==> src/rtl/pipeline_ctrl_if.sv <==
// pipeline_ctrl_if: hazard/redirect inputs and pipeline enable/flush outputs of pipeline_ctrl
interface pipeline_ctrl_if;
  logic enable;
  logic [4:0] rs_id, rt_id;
  logic uses_rt_id;
  logic memread_ex, regwrite_ex;
  logic [4:0] rd_ex;
  logic regwrite_mem;
  logic [4:0] rd_mem;
  logic regwrite_wb;
  logic [4:0] rd_wb;
  logic branch_mem, zero_mem, jump_mem;
  logic pc_en, if_id_en, pipe_en;
  logic if_id_flush, id_ex_flush, ex_mem_flush;
  logic busy;
  logic [15:0] stall_cnt, flush_cnt;
  modport master (
    output enable, rs_id, rt_id, uses_rt_id, memread_ex, regwrite_ex, rd_ex,
           regwrite_mem, rd_mem, regwrite_wb, rd_wb, branch_mem, zero_mem, jump_mem,
    input  pc_en, if_id_en, pipe_en, if_id_flush, id_ex_flush, ex_mem_flush,
           busy, stall_cnt, flush_cnt
  );
  modport slave (
    input  enable, rs_id, rt_id, uses_rt_id, memread_ex, regwrite_ex, rd_ex,
           regwrite_mem, rd_mem, regwrite_wb, rd_wb, branch_mem, zero_mem, jump_mem,
    output pc_en, if_id_en, pipe_en, if_id_flush, id_ex_flush, ex_mem_flush,
           busy, stall_cnt, flush_cnt
  );
endinterface

==> src/rtl/pipeline_ctrl.sv <==
// pipeline_ctrl: stall/flush controller for a 5-stage pipeline with stall/flush event counters.
// Define PIPELINE_CTRL_FORWARDING_EN to stall only on load-use hazards.
module pipeline_ctrl (
  input logic clk,
  input logic arst_n,
  pipeline_ctrl_if.slave bus
);
  typedef enum logic [1:0] {IDLE, RUN, STALL, FLUSH} state_t;
  state_t state_q, state_d;
  logic [15:0] stall_cnt_q, stall_cnt_d, flush_cnt_q, flush_cnt_d;
  logic run, active, redirect, hazard, do_stall, do_flush;
  function automatic logic match(input logic [4:0] rs, rt, rd, input logic use_rt);
    return (rs != 5'd0 && rs == rd) || (use_rt && rt != 5'd0 && rt == rd);
  endfunction
  always_comb begin
    redirect = (bus.branch_mem & bus.zero_mem) | bus.jump_mem;
`ifdef PIPELINE_CTRL_FORWARDING_EN
    hazard = bus.memread_ex & bus.regwrite_ex & match(bus.rs_id, bus.rt_id, bus.rd_ex, bus.uses_rt_id);
`else
    hazard = (bus.regwrite_ex & match(bus.rs_id, bus.rt_id, bus.rd_ex, bus.uses_rt_id))
           | (bus.regwrite_mem & match(bus.rs_id, bus.rt_id, bus.rd_mem, bus.uses_rt_id))
           | (bus.regwrite_wb & match(bus.rs_id, bus.rt_id, bus.rd_wb, bus.uses_rt_id));
`endif
    // arst_n gates every output so nothing leaks out while reset is held
    run = bus.enable & arst_n;
    active = run & (state_q == RUN || state_q == STALL);
    do_flush = active & redirect;
    do_stall = active & ~redirect & hazard;
    state_d = !bus.enable ? IDLE :
              (state_q == IDLE || state_q == FLUSH) ? RUN :
              do_flush ? FLUSH : do_stall ? STALL : RUN;
    stall_cnt_d = (do_stall && stall_cnt_q != 16'hFFFF) ? stall_cnt_q + 16'd1 : stall_cnt_q;
    flush_cnt_d = (do_flush && flush_cnt_q != 16'hFFFF) ? flush_cnt_q + 16'd1 : flush_cnt_q;
    bus.pc_en = run & ~do_stall;
    bus.if_id_en = run & ~do_stall;
    bus.pipe_en = run;
    bus.if_id_flush = do_flush | (run & state_q == FLUSH);
    bus.id_ex_flush = do_flush | do_stall;
    bus.ex_mem_flush = do_flush;
    bus.busy = state_q != IDLE;
    bus.stall_cnt = stall_cnt_q;
    bus.flush_cnt = flush_cnt_q;
  end
  always_ff @(posedge clk or negedge arst_n) begin
    if (!arst_n) begin
      state_q <= IDLE;
      stall_cnt_q <= 16'd0;
      flush_cnt_q <= 16'd0;
    end else begin
      state_q <= state_d;
      stall_cnt_q <= stall_cnt_d;
      flush_cnt_q <= flush_cnt_d;
    end
  end
endmodule

==> src/flat_wrapper.sv <==
// flat-port wrapper written by rule: the top's interface ports become plain ports
module pipeline_ctrl_flat 
  (clk, arst_n, bus_enable, bus_rs_id, bus_rt_id, bus_uses_rt_id, bus_memread_ex, bus_regwrite_ex, bus_rd_ex, bus_regwrite_mem, bus_rd_mem, bus_regwrite_wb, bus_rd_wb, bus_branch_mem, bus_zero_mem, bus_jump_mem, bus_pc_en, bus_if_id_en, bus_pipe_en, bus_if_id_flush, bus_id_ex_flush, bus_ex_mem_flush, bus_busy, bus_stall_cnt, bus_flush_cnt);
  pipeline_ctrl_if bus_i ();
  input logic clk;
  input logic arst_n;
  input wire logic [$bits(bus_i.enable)-1:0] bus_enable;
  input wire logic [$bits(bus_i.rs_id)-1:0] bus_rs_id;
  input wire logic [$bits(bus_i.rt_id)-1:0] bus_rt_id;
  input wire logic [$bits(bus_i.uses_rt_id)-1:0] bus_uses_rt_id;
  input wire logic [$bits(bus_i.memread_ex)-1:0] bus_memread_ex;
  input wire logic [$bits(bus_i.regwrite_ex)-1:0] bus_regwrite_ex;
  input wire logic [$bits(bus_i.rd_ex)-1:0] bus_rd_ex;
  input wire logic [$bits(bus_i.regwrite_mem)-1:0] bus_regwrite_mem;
  input wire logic [$bits(bus_i.rd_mem)-1:0] bus_rd_mem;
  input wire logic [$bits(bus_i.regwrite_wb)-1:0] bus_regwrite_wb;
  input wire logic [$bits(bus_i.rd_wb)-1:0] bus_rd_wb;
  input wire logic [$bits(bus_i.branch_mem)-1:0] bus_branch_mem;
  input wire logic [$bits(bus_i.zero_mem)-1:0] bus_zero_mem;
  input wire logic [$bits(bus_i.jump_mem)-1:0] bus_jump_mem;
  output wire logic [$bits(bus_i.pc_en)-1:0] bus_pc_en;
  output wire logic [$bits(bus_i.if_id_en)-1:0] bus_if_id_en;
  output wire logic [$bits(bus_i.pipe_en)-1:0] bus_pipe_en;
  output wire logic [$bits(bus_i.if_id_flush)-1:0] bus_if_id_flush;
  output wire logic [$bits(bus_i.id_ex_flush)-1:0] bus_id_ex_flush;
  output wire logic [$bits(bus_i.ex_mem_flush)-1:0] bus_ex_mem_flush;
  output wire logic [$bits(bus_i.busy)-1:0] bus_busy;
  output wire logic [$bits(bus_i.stall_cnt)-1:0] bus_stall_cnt;
  output wire logic [$bits(bus_i.flush_cnt)-1:0] bus_flush_cnt;
  assign bus_i.enable = bus_enable;
  assign bus_i.rs_id = bus_rs_id;
  assign bus_i.rt_id = bus_rt_id;
  assign bus_i.uses_rt_id = bus_uses_rt_id;
  assign bus_i.memread_ex = bus_memread_ex;
  assign bus_i.regwrite_ex = bus_regwrite_ex;
  assign bus_i.rd_ex = bus_rd_ex;
  assign bus_i.regwrite_mem = bus_regwrite_mem;
  assign bus_i.rd_mem = bus_rd_mem;
  assign bus_i.regwrite_wb = bus_regwrite_wb;
  assign bus_i.rd_wb = bus_rd_wb;
  assign bus_i.branch_mem = bus_branch_mem;
  assign bus_i.zero_mem = bus_zero_mem;
  assign bus_i.jump_mem = bus_jump_mem;
  assign bus_pc_en = bus_i.pc_en;
  assign bus_if_id_en = bus_i.if_id_en;
  assign bus_pipe_en = bus_i.pipe_en;
  assign bus_if_id_flush = bus_i.if_id_flush;
  assign bus_id_ex_flush = bus_i.id_ex_flush;
  assign bus_ex_mem_flush = bus_i.ex_mem_flush;
  assign bus_busy = bus_i.busy;
  assign bus_stall_cnt = bus_i.stall_cnt;
  assign bus_flush_cnt = bus_i.flush_cnt;
  pipeline_ctrl u_core (.clk(clk), .arst_n(arst_n), .bus(bus_i));
endmodule
==> config.mk <==
export PLATFORM = sky130hd
export DESIGN_NAME = pipeline_ctrl_flat
export DESIGN_NICKNAME = d
export VERILOG_FILES = /design/src/rtl/pipeline_ctrl_if.sv /design/src/rtl/pipeline_ctrl.sv /design/src/flat_wrapper.sv
export SDC_FILE = /design/constraint.sdc
export NUM_CORES = 1
export LEC_CHECK = 0
export CAP_MARGIN = 25
export CORE_ASPECT_RATIO = 0.7
export CORE_MARGIN = 3
export CORE_UTILIZATION = 45
export CTS_BUF_LIST = sky130_fd_sc_hd__clkbuf_8
export CTS_CLUSTER_SIZE = 14
export DETAILED_ROUTE_END_ITERATION = 8
export DONT_BUFFER_PORTS = 1
export GPL_ROUTABILITY_DRIVEN = 0
export RECOVER_POWER = 50
export SKIP_LAST_GASP = 1
export SYNTH_ARGS = -nofsm -noshare
export SYNTH_HDL_FRONTEND = slang
export SYNTH_SLANG_ARGS = --single-unit
==> constraint.sdc <==
create_clock -name clk -period 1.96 [get_ports clk]
set_input_delay 0.196 -clock clk [delete_from_list [all_inputs] [get_ports clk]]
set_output_delay 0.196 -clock clk [all_outputs]
set_load 0.01 [all_outputs]
==> results.txt, run 1 <==
----------------------------------------------------
[Timing]
  Fin worst setup slack ... 0.0638 ns
  Setup repair after global routing missed its margin ... false
  Actual transition at the worst max-transition pin ... 0.881 ns
  Final setup TNS ... 0 ns
  Finish-stage setup viols ... 0
  Final Hold Violating Endpoints ... 0
  Final worst path period share ... 0.967
  Max-slew headroom at the worst pin ... 0.413
  Final critical path time including I/O delays and setup ... 1.90 ns
  Timing-limited maximum frequency ... 527 MHz
  Final max-slew violation count ... 0
  Skew final ... 0.0106 ns

[Power]
  Static power due to leakage ... 1.16 nW
  Peak supply drop ... 0.382 mV
  Power density over the cells ... 653 mW/mm²
  Post-route total power ... 0.00165 W

[Floorplanning]
  Die outline area ... 0.00548 mm²
  Ports ... 75
  Vert. Die Dim ... 62.9 µm
  Die boundary width ... 87.2 µm
  Total number of placement rows ... 20
  Initial cell density of the core ... 0.472
  Floorplan Core Area ... 0.00440 mm²

[Worst hold path]
  Worst hold-check path type ... in2reg

[Clock tree]
  CTS buffer count ... 5
  Worst-case clock buffer depth ... 2
  Number of sinks handled by clock tree synthesis ... 34
  Max H-tree Level ... 2
  Clock tree root buffer cell ... clkbuf_8
  Clock latency reported for the late side of the worst-skew pair ... 0.28 ns
  Clock tree from TritonCTS ... yes
  Clock transition at path regs ... 0.08 ns

[Finish]
  Antenna diode instance count ... 0
  Number of standard cells in the final layout excluding fillers ... 294
  Final net count ... 278
  Area added between synthesis and finish ... 21.3%
  Proportion of layout cells with a drive suffix above 1 ... 0.272
  Final cell utilization of the core ... 0.572

[Detailed routing]
  Starting DRC count in detailed routing ... 85
  Number of vias in the routed layout ... 1596
  Total iterations of the first detailed-routing run ... 6
  Drt total wl ... 5060 µm
  Detailed-route wire length per cell ... 17.2 µm
  Post-route ant nets ... 0
  Post-detailed-route DRC marker count ... 0
  Vias per std cell ... 5.43

[Setup path]
  Most frequent CP cell ... and4_4
  Arrival time of data at the critical path endpoint ... 2.06 ns
  Critical path class ... reg2reg
  Combined buffer and inverter count along the critical path ... 0
  Maximum single-stage delay on the critical path ... 0.40 ns
  Slowest cell on crit path ... dfrtp_2
  Critical path capture point type ... flop
  Cell Chain, Critical Path ... and4_4 > and3_4 > a311oi_4 > and4_4 > and2b_4 > nand3_1 > xnor2_1
  Worst endpoint required time ... 2.12 ns
  Largest delay share family, worst path ... simple AND/OR/NAND/NOR gates
  Launching element type of the critical path ... flop
  Maximum fanout along the worst path ... 5

[Placement]
  Sum of net half-perimeters after detailed placement ... 3940 µm
  DP Cell Count ... 276
  Setup Slack @ Placement ... -0.0766 ns
  I/O Buffers ... 0

[Yosys]
  Biggest area contributors in the synthesized netlist ... dfrtp_1 (41%), xnor2_1 (13%), xor2_1 (11%)
  Synthesized area divided by synthesized cell count ... 10.6 µm²
  Post-synth EDFFs ... 0
  Sequential-to-total area share from yosys stat ... 0.409
  Top post-synthesis cells by count ... dfrtp_1 (34), xnor2_1 (31), xor2_1 (26)
  Number of nets produced by synthesis ... 236
  Register bit total from synthesis ... 34
  Post-synthesis cell type with the largest combined area ... dfrtp_1
  Mapped Area ... 0.00208 mm²
  Async set or reset register ratio after synthesis ... 1.00
  Instance count of the mapped netlist ... 196
  Leading register cell type out of synthesis ... dfrtp_1
  Most repeated cell in the gate-level netlist after synthesis ... dfrtp_1
  Area share of the leading cell type in the synthesized netlist ... 0.409
  Yosys cell types ... 37
  Warnings from Yosys ... 0

[Global route]
  Number of global-route vias before repair ... 1719
  Number of antenna violations at the first check in global routing ... 0
  Total GRT Usage ... 0.189
  Overflow left after global routing ... 0
  Largest net degree at the start of global routing ... 35
  First-pass GRT wire length ... 8260 µm

[Status]
  Run status ... finished clean

[Flow run]
  Number of max-cap violations ... 0

----------------------------------------------------
cell usage in the layout, fill, tap and decap left out, types with 2 or more instances in the layout:
master and n:
dfrtp_2 2, and3_1 6, and4_4 3, or4_1 2, clkbuf_8 6, mux2_1 2, xnor2_1 31, xor2_1 26
a21o_1 4, nand4_1 9, a31oi_4 2, or2_1 2, ha_1 4, clkbuf_1 3, nand2_1 14, nor4_1 6
buf_4 33, inv_1 4, nor2_1 6, nand3_1 16, dfrtp_1 32
cell type report:
type / count / area, µm²
inverters: 5 / 18.8
well taps: 55 / 68.8
fillers: 375 / 1880
flip-flops and latches: 34 / 853
clock buffers: 6 / 82.6
repair buffers: 38 / 274
multi-input cells: 154 / 1210
clock inverters: 2 / 12.5
kinds of logic (layout without fill, tap and decap cells):
group	count (synthesis)	in the layout	share of synthesized area
AO/OA/AOI/OAI	12	12	0.0722
XOR/XNOR	57	57	0.240
adder cells (fa/ha/maj)	4	4	0.0241
buffers and inverters	8	51	0.0205
flip-flops	34	34	0.409
multiplexers	5	5	0.0265
AND/OR/NAND/NOR	76	76	0.207
metal layers:
layer | global-route usage | vias to the layer above | share of wire
li1 | - | 766 | -
met1 | 0.264 | 762 | 0.46
met2 | 0.272 | 62 | 0.45
met3 | 0.0738 | 6 | 0.085
met4 | 0.0517 | 0 | 0.011
met5 | 0 | - | 0
final timing paths:
path                                                             to                           startpoint  cells after the start  slack (ns)
max in group asynchronous       u_core.bus.flush_cnt[7]$_DFFE_PN0P_                               arst_n                      2        0.78
worst max-delay path            u_core.bus.flush_cnt[9]$_DFFE_PN0P_  u_core.bus.flush_cnt[8]$_DFFE_PN0P_                      7        0.06
worst max register to register  u_core.bus.flush_cnt[9]$_DFFE_PN0P_  u_core.bus.flush_cnt[8]$_DFFE_PN0P_                      7        0.06
min in group asynchronous       u_core.bus.stall_cnt[9]$_DFFE_PN0P_                               arst_n                      2        0.56
worst min-delay path                    u_core.state_q[0]$_DFF_PN0_                           bus_enable                      1        0.06
worst min register to register  u_core.bus.flush_cnt[6]$_DFFE_PN0P_  u_core.bus.flush_cnt[6]$_DFFE_PN0P_                      1        0.57
per-stage QoR:
stage | cell area, µm² | hold WS (ns)
after CTS | 2490 | 0.0521
after global routing | 2520 | 0.0597
after global placement | 2340 | -0.0986
final | 2520 | 0.0573
after detailed placement | 2340 | -0.0986
after floorplan | 2080 | -0.0996
report_power, final:
part	internal, W	switching [W]	leakage, nW	total (W)
Combinational	0.000151	0.000174	0.647	0.000325
Sequential	0.000752	0.0000280	0.463	0.000780
Clock	0.000282	0.000260	0.0472	0.000543
sequential cells by signal, summed over array words and instances (netlist names):
signal	cells
u_core.bus.flush_cnt	16
u_core.bus.stall_cnt	16
u_core.state_q	2
what timing repair did:
item                                    4_1_cts  5_1_grt
setup buffers                                 4        4
hold buffers                                  2        0
endpoints found under the setup margin        1       16
pin swaps                                     0        2
endpoints found under the hold margin        34        0
resized for setup                             0        8
No activity file was read; power rests on OpenSTA's default activity.
==> inputs of run 2 (changes only) <==
--- a/config.mk
+++ b/config.mk
@@ -6,8 +6,7 @@
 export NUM_CORES = 1
 export LEC_CHECK = 0
 export CAP_MARGIN = 25
-export CORE_ASPECT_RATIO = 0.7
-export CORE_MARGIN = 3
+export CORE_ASPECT_RATIO = 1.25
 export CORE_UTILIZATION = 45
 export CTS_BUF_LIST = sky130_fd_sc_hd__clkbuf_8
 export CTS_CLUSTER_SIZE = 14
@@ -16,6 +15,7 @@
 export GPL_ROUTABILITY_DRIVEN = 0
 export RECOVER_POWER = 50
 export SKIP_LAST_GASP = 1
+export SLEW_MARGIN = 30
 export SYNTH_ARGS = -nofsm -noshare
 export SYNTH_HDL_FRONTEND = slang
 export SYNTH_SLANG_ARGS = --single-unit
==> run 2 against run 1 <==
Compared with the run above: clock power shrank 3%; first-iteration DRC count shrank 55%; clock-buffer cell count is the same; global-route usage grew 1.8 points; via count shrank 0.69%; clock skew shrank 0.0047 ns; hold slack gained 0.0029 ns; cell area shrank 1.8%; setup slack gained 0.011 ns; register-to-register slack is essentially flat; critical path type unchanged; highest routed layer unchanged.
==> results.txt, run 2 (synthesized netlist as in run 1, its figures left out) <==
----------------------------------------------------
[Status]
  Run status ... finished clean

[Finish]
  Area of the multi-input gates ... 0.00121 mm²
  Number of standard cells in the final layout excluding fillers ... 292
  Commonest cells after routing, fill and taps aside ... dfrtp_1 (32), xnor2_1 (31), xor2_1 (26)
  Antenna diode instance count ... 0
  Commonest non-fill, non-tap cell in the layout ... dfrtp_1
  Area added between synthesis and finish ... 19.1%
  Final cell utilization of the core ... 0.559
  Final net count ... 273
  Proportion of layout cells with a drive suffix above 1 ... 0.235
  Area used by sequential logic in the layout ... 853 µm²
  Number of filler instances in the final layout ... 394
  Final instance area ... 0.00247 mm²

[Clock tree]
  Clock latency reported for the late side of the worst-skew pair ... 0.28 ns
  Clock tree from TritonCTS ... yes
  CTS buffer count ... 5
  Clock tree root buffer cell ... clkbuf_8
  Worst-case clock buffer depth ... 2
  Max H-tree Level ... 2
  Number of sinks handled by clock tree synthesis ... 34
  Clock transition at path regs ... 0.07 ns

[Setup path]
  Maximum fanout along the worst path ... 5
  Maximum single-stage delay on the critical path ... 0.40 ns
  Critical path capture point type ... flop
  Logic depth of the worst path, buffers included ... 7
  Launching element type of the critical path ... flop
  Most frequent CP cell ... and4_4
  Critical path capture point ... u_core.bus.flush_cnt[15]$_DFFE_PN0P_
  Launching instance or port of the critical path ... u_core.bus.flush_cnt[8]$_DFFE_PN0P_
  Largest delay share family, worst path ... simple AND/OR/NAND/NOR gates
  Combined buffer and inverter count along the critical path ... 0
  Critical path class ... reg2reg
  Launching point of the worst reg2reg path ... u_core.bus.flush_cnt[8]$_DFFE_PN0P_
  Cell Chain, Critical Path ... and4_4 > and3_4 > a311oi_4 > and4_4 > and2b_4 > nand4_2 > xnor2_1
  Worst endpoint required time ... 2.13 ns
  Slowest cell on crit path ... dfrtp_2
  Arrival time of data at the critical path endpoint ... 2.06 ns
  Reg2Reg Depth ... 7
  Worst r2r dst ... u_core.bus.flush_cnt[15]$_DFFE_PN0P_
  R2R setup slack ... 0.08 ns

[Floorplanning]
  Die outline area ... 0.00490 mm²
  Ports ... 75
  Vert. Die Dim ... 78.0 µm
  Die boundary width ... 62.8 µm
  Initial cell density of the core ... 0.470
  Total number of placement rows ... 27
  Floorplan Core Area ... 0.00443 mm²

[Flow run]
  Number of max-cap violations ... 0

[Worst hold path]
  Worst hold-check path type ... in2reg

[Timing]
  Max-slew headroom at the worst pin ... 0.444
  Final Hold Violating Endpoints ... 0
  Final max-slew violation count ... 0
  Timing-limited maximum frequency ... 531 MHz
  Finish-stage setup viols ... 0
  Final critical path time including I/O delays and setup ... 1.88 ns
  Final worst path period share ... 0.962
  Skew final ... 0.00594 ns
  Actual transition at the worst max-transition pin ... 0.834 ns

[Detailed routing]
  Drt total wl ... 4660 µm
  Vias per std cell ... 5.43
  Post-detailed-route DRC marker count ... 0
  Total iterations of the first detailed-routing run ... 4
  Starting DRC count in detailed routing ... 38
  Post-route ant nets ... 0
  Number of vias in the routed layout ... 1585
  Detailed-route wire length per cell ... 16.0 µm

[Global route]
  First-pass GRT wire length ... 7630 µm
  Overflow left after global routing ... 0
  Number of global-route vias before repair ... 1720
  Number of antenna violations at the first check in global routing ... 0
  Total GRT Usage ... 0.208
  Largest net degree at the start of global routing ... 35

[Power]
  Peak supply drop ... 0.258 mV
  Static power due to leakage ... 1.12 nW
  Power density over the cells ... 661 mW/mm²

[Placement]
  I/O Buffers ... 0
  DP Cell Count ... 278
  Sum of net half-perimeters after detailed placement ... 3680 µm
  Cell area after placement ... 0.00233 mm²

----------------------------------------------------
[run 2: cell type report]
cell class              count  area share
flip-flops and latches     34       0.345
inverters                   5     0.00758
clock buffers               6      0.0334
clock inverters             2     0.00354
well taps                  58      0.0293
repair buffers             33      0.0910
multi-input cells         154       0.490
[run 2: per-stage QoR]
step	setup TNS, ns	setup WS [ns]	hold WS [ns]	total power, W
floorplan	-0.0299	-0.0252	-0.0996	0.000981
global placement	-0.0128	-0.0128	-0.0990	0.00109
detailed placement	-0.0675	-0.0367	-0.0988	0.00111
CTS	0	0.0127	0.0464	0.00166
global route	-0.0180	-0.0101	0.0430	0.00173
finish	0	0.0753	0.0603	0.00164
[run 2: layer usage]
| metal | vias to the layer above | wire length (µm) | GRT usage |
|---|---|---|---|
| met3 | 9 | 317 | 0.0632 |
| met2 | 69 | 2610 | 0.398 |
| met1 | 753 | 1610 | 0.186 |
| li1 | 754 | - | - |
| met5 | - | 0 | 0 |
| met4 | 0 | 129 | 0.126 |
[run 2: worst min path at each step]
stage	slack, ns	from	cells past startpoint	to
final	0.06	bus_enable	1	u_core.state_q[0]$_DFF_PN0_
after floorplan	-0.1	arst_n	0	u_core.bus.flush_cnt[0]$_DFFE_PN0P_
after global routing	0.04	bus_enable	1	u_core.state_q[0]$_DFF_PN0_
after detailed placement	-0.1	arst_n	0	u_core.bus.flush_cnt[6]$_DFFE_PN0P_
after global placement	-0.1	arst_n	0	u_core.bus.flush_cnt[6]$_DFFE_PN0P_
after CTS	0.05	bus_enable	1	u_core.state_q[0]$_DFF_PN0_
[run 2: timing repair]
item / 4_1_cts / 5_1_grt
resized for setup: 0 / 5
hold buffers: 2 / 0
hold endpoints to repair: 34 / 0
endpoints found under the setup margin: 0 / 7
buffers inserted: 0 / 4
[run 2: power by group]
part           internal [W]  total [W]  switching (W)
clock              0.000278   0.000524       0.000246
combinational      0.000154   0.000331       0.000177
sequential         0.000752   0.000782      0.0000294
total               0.00118    0.00164       0.000452
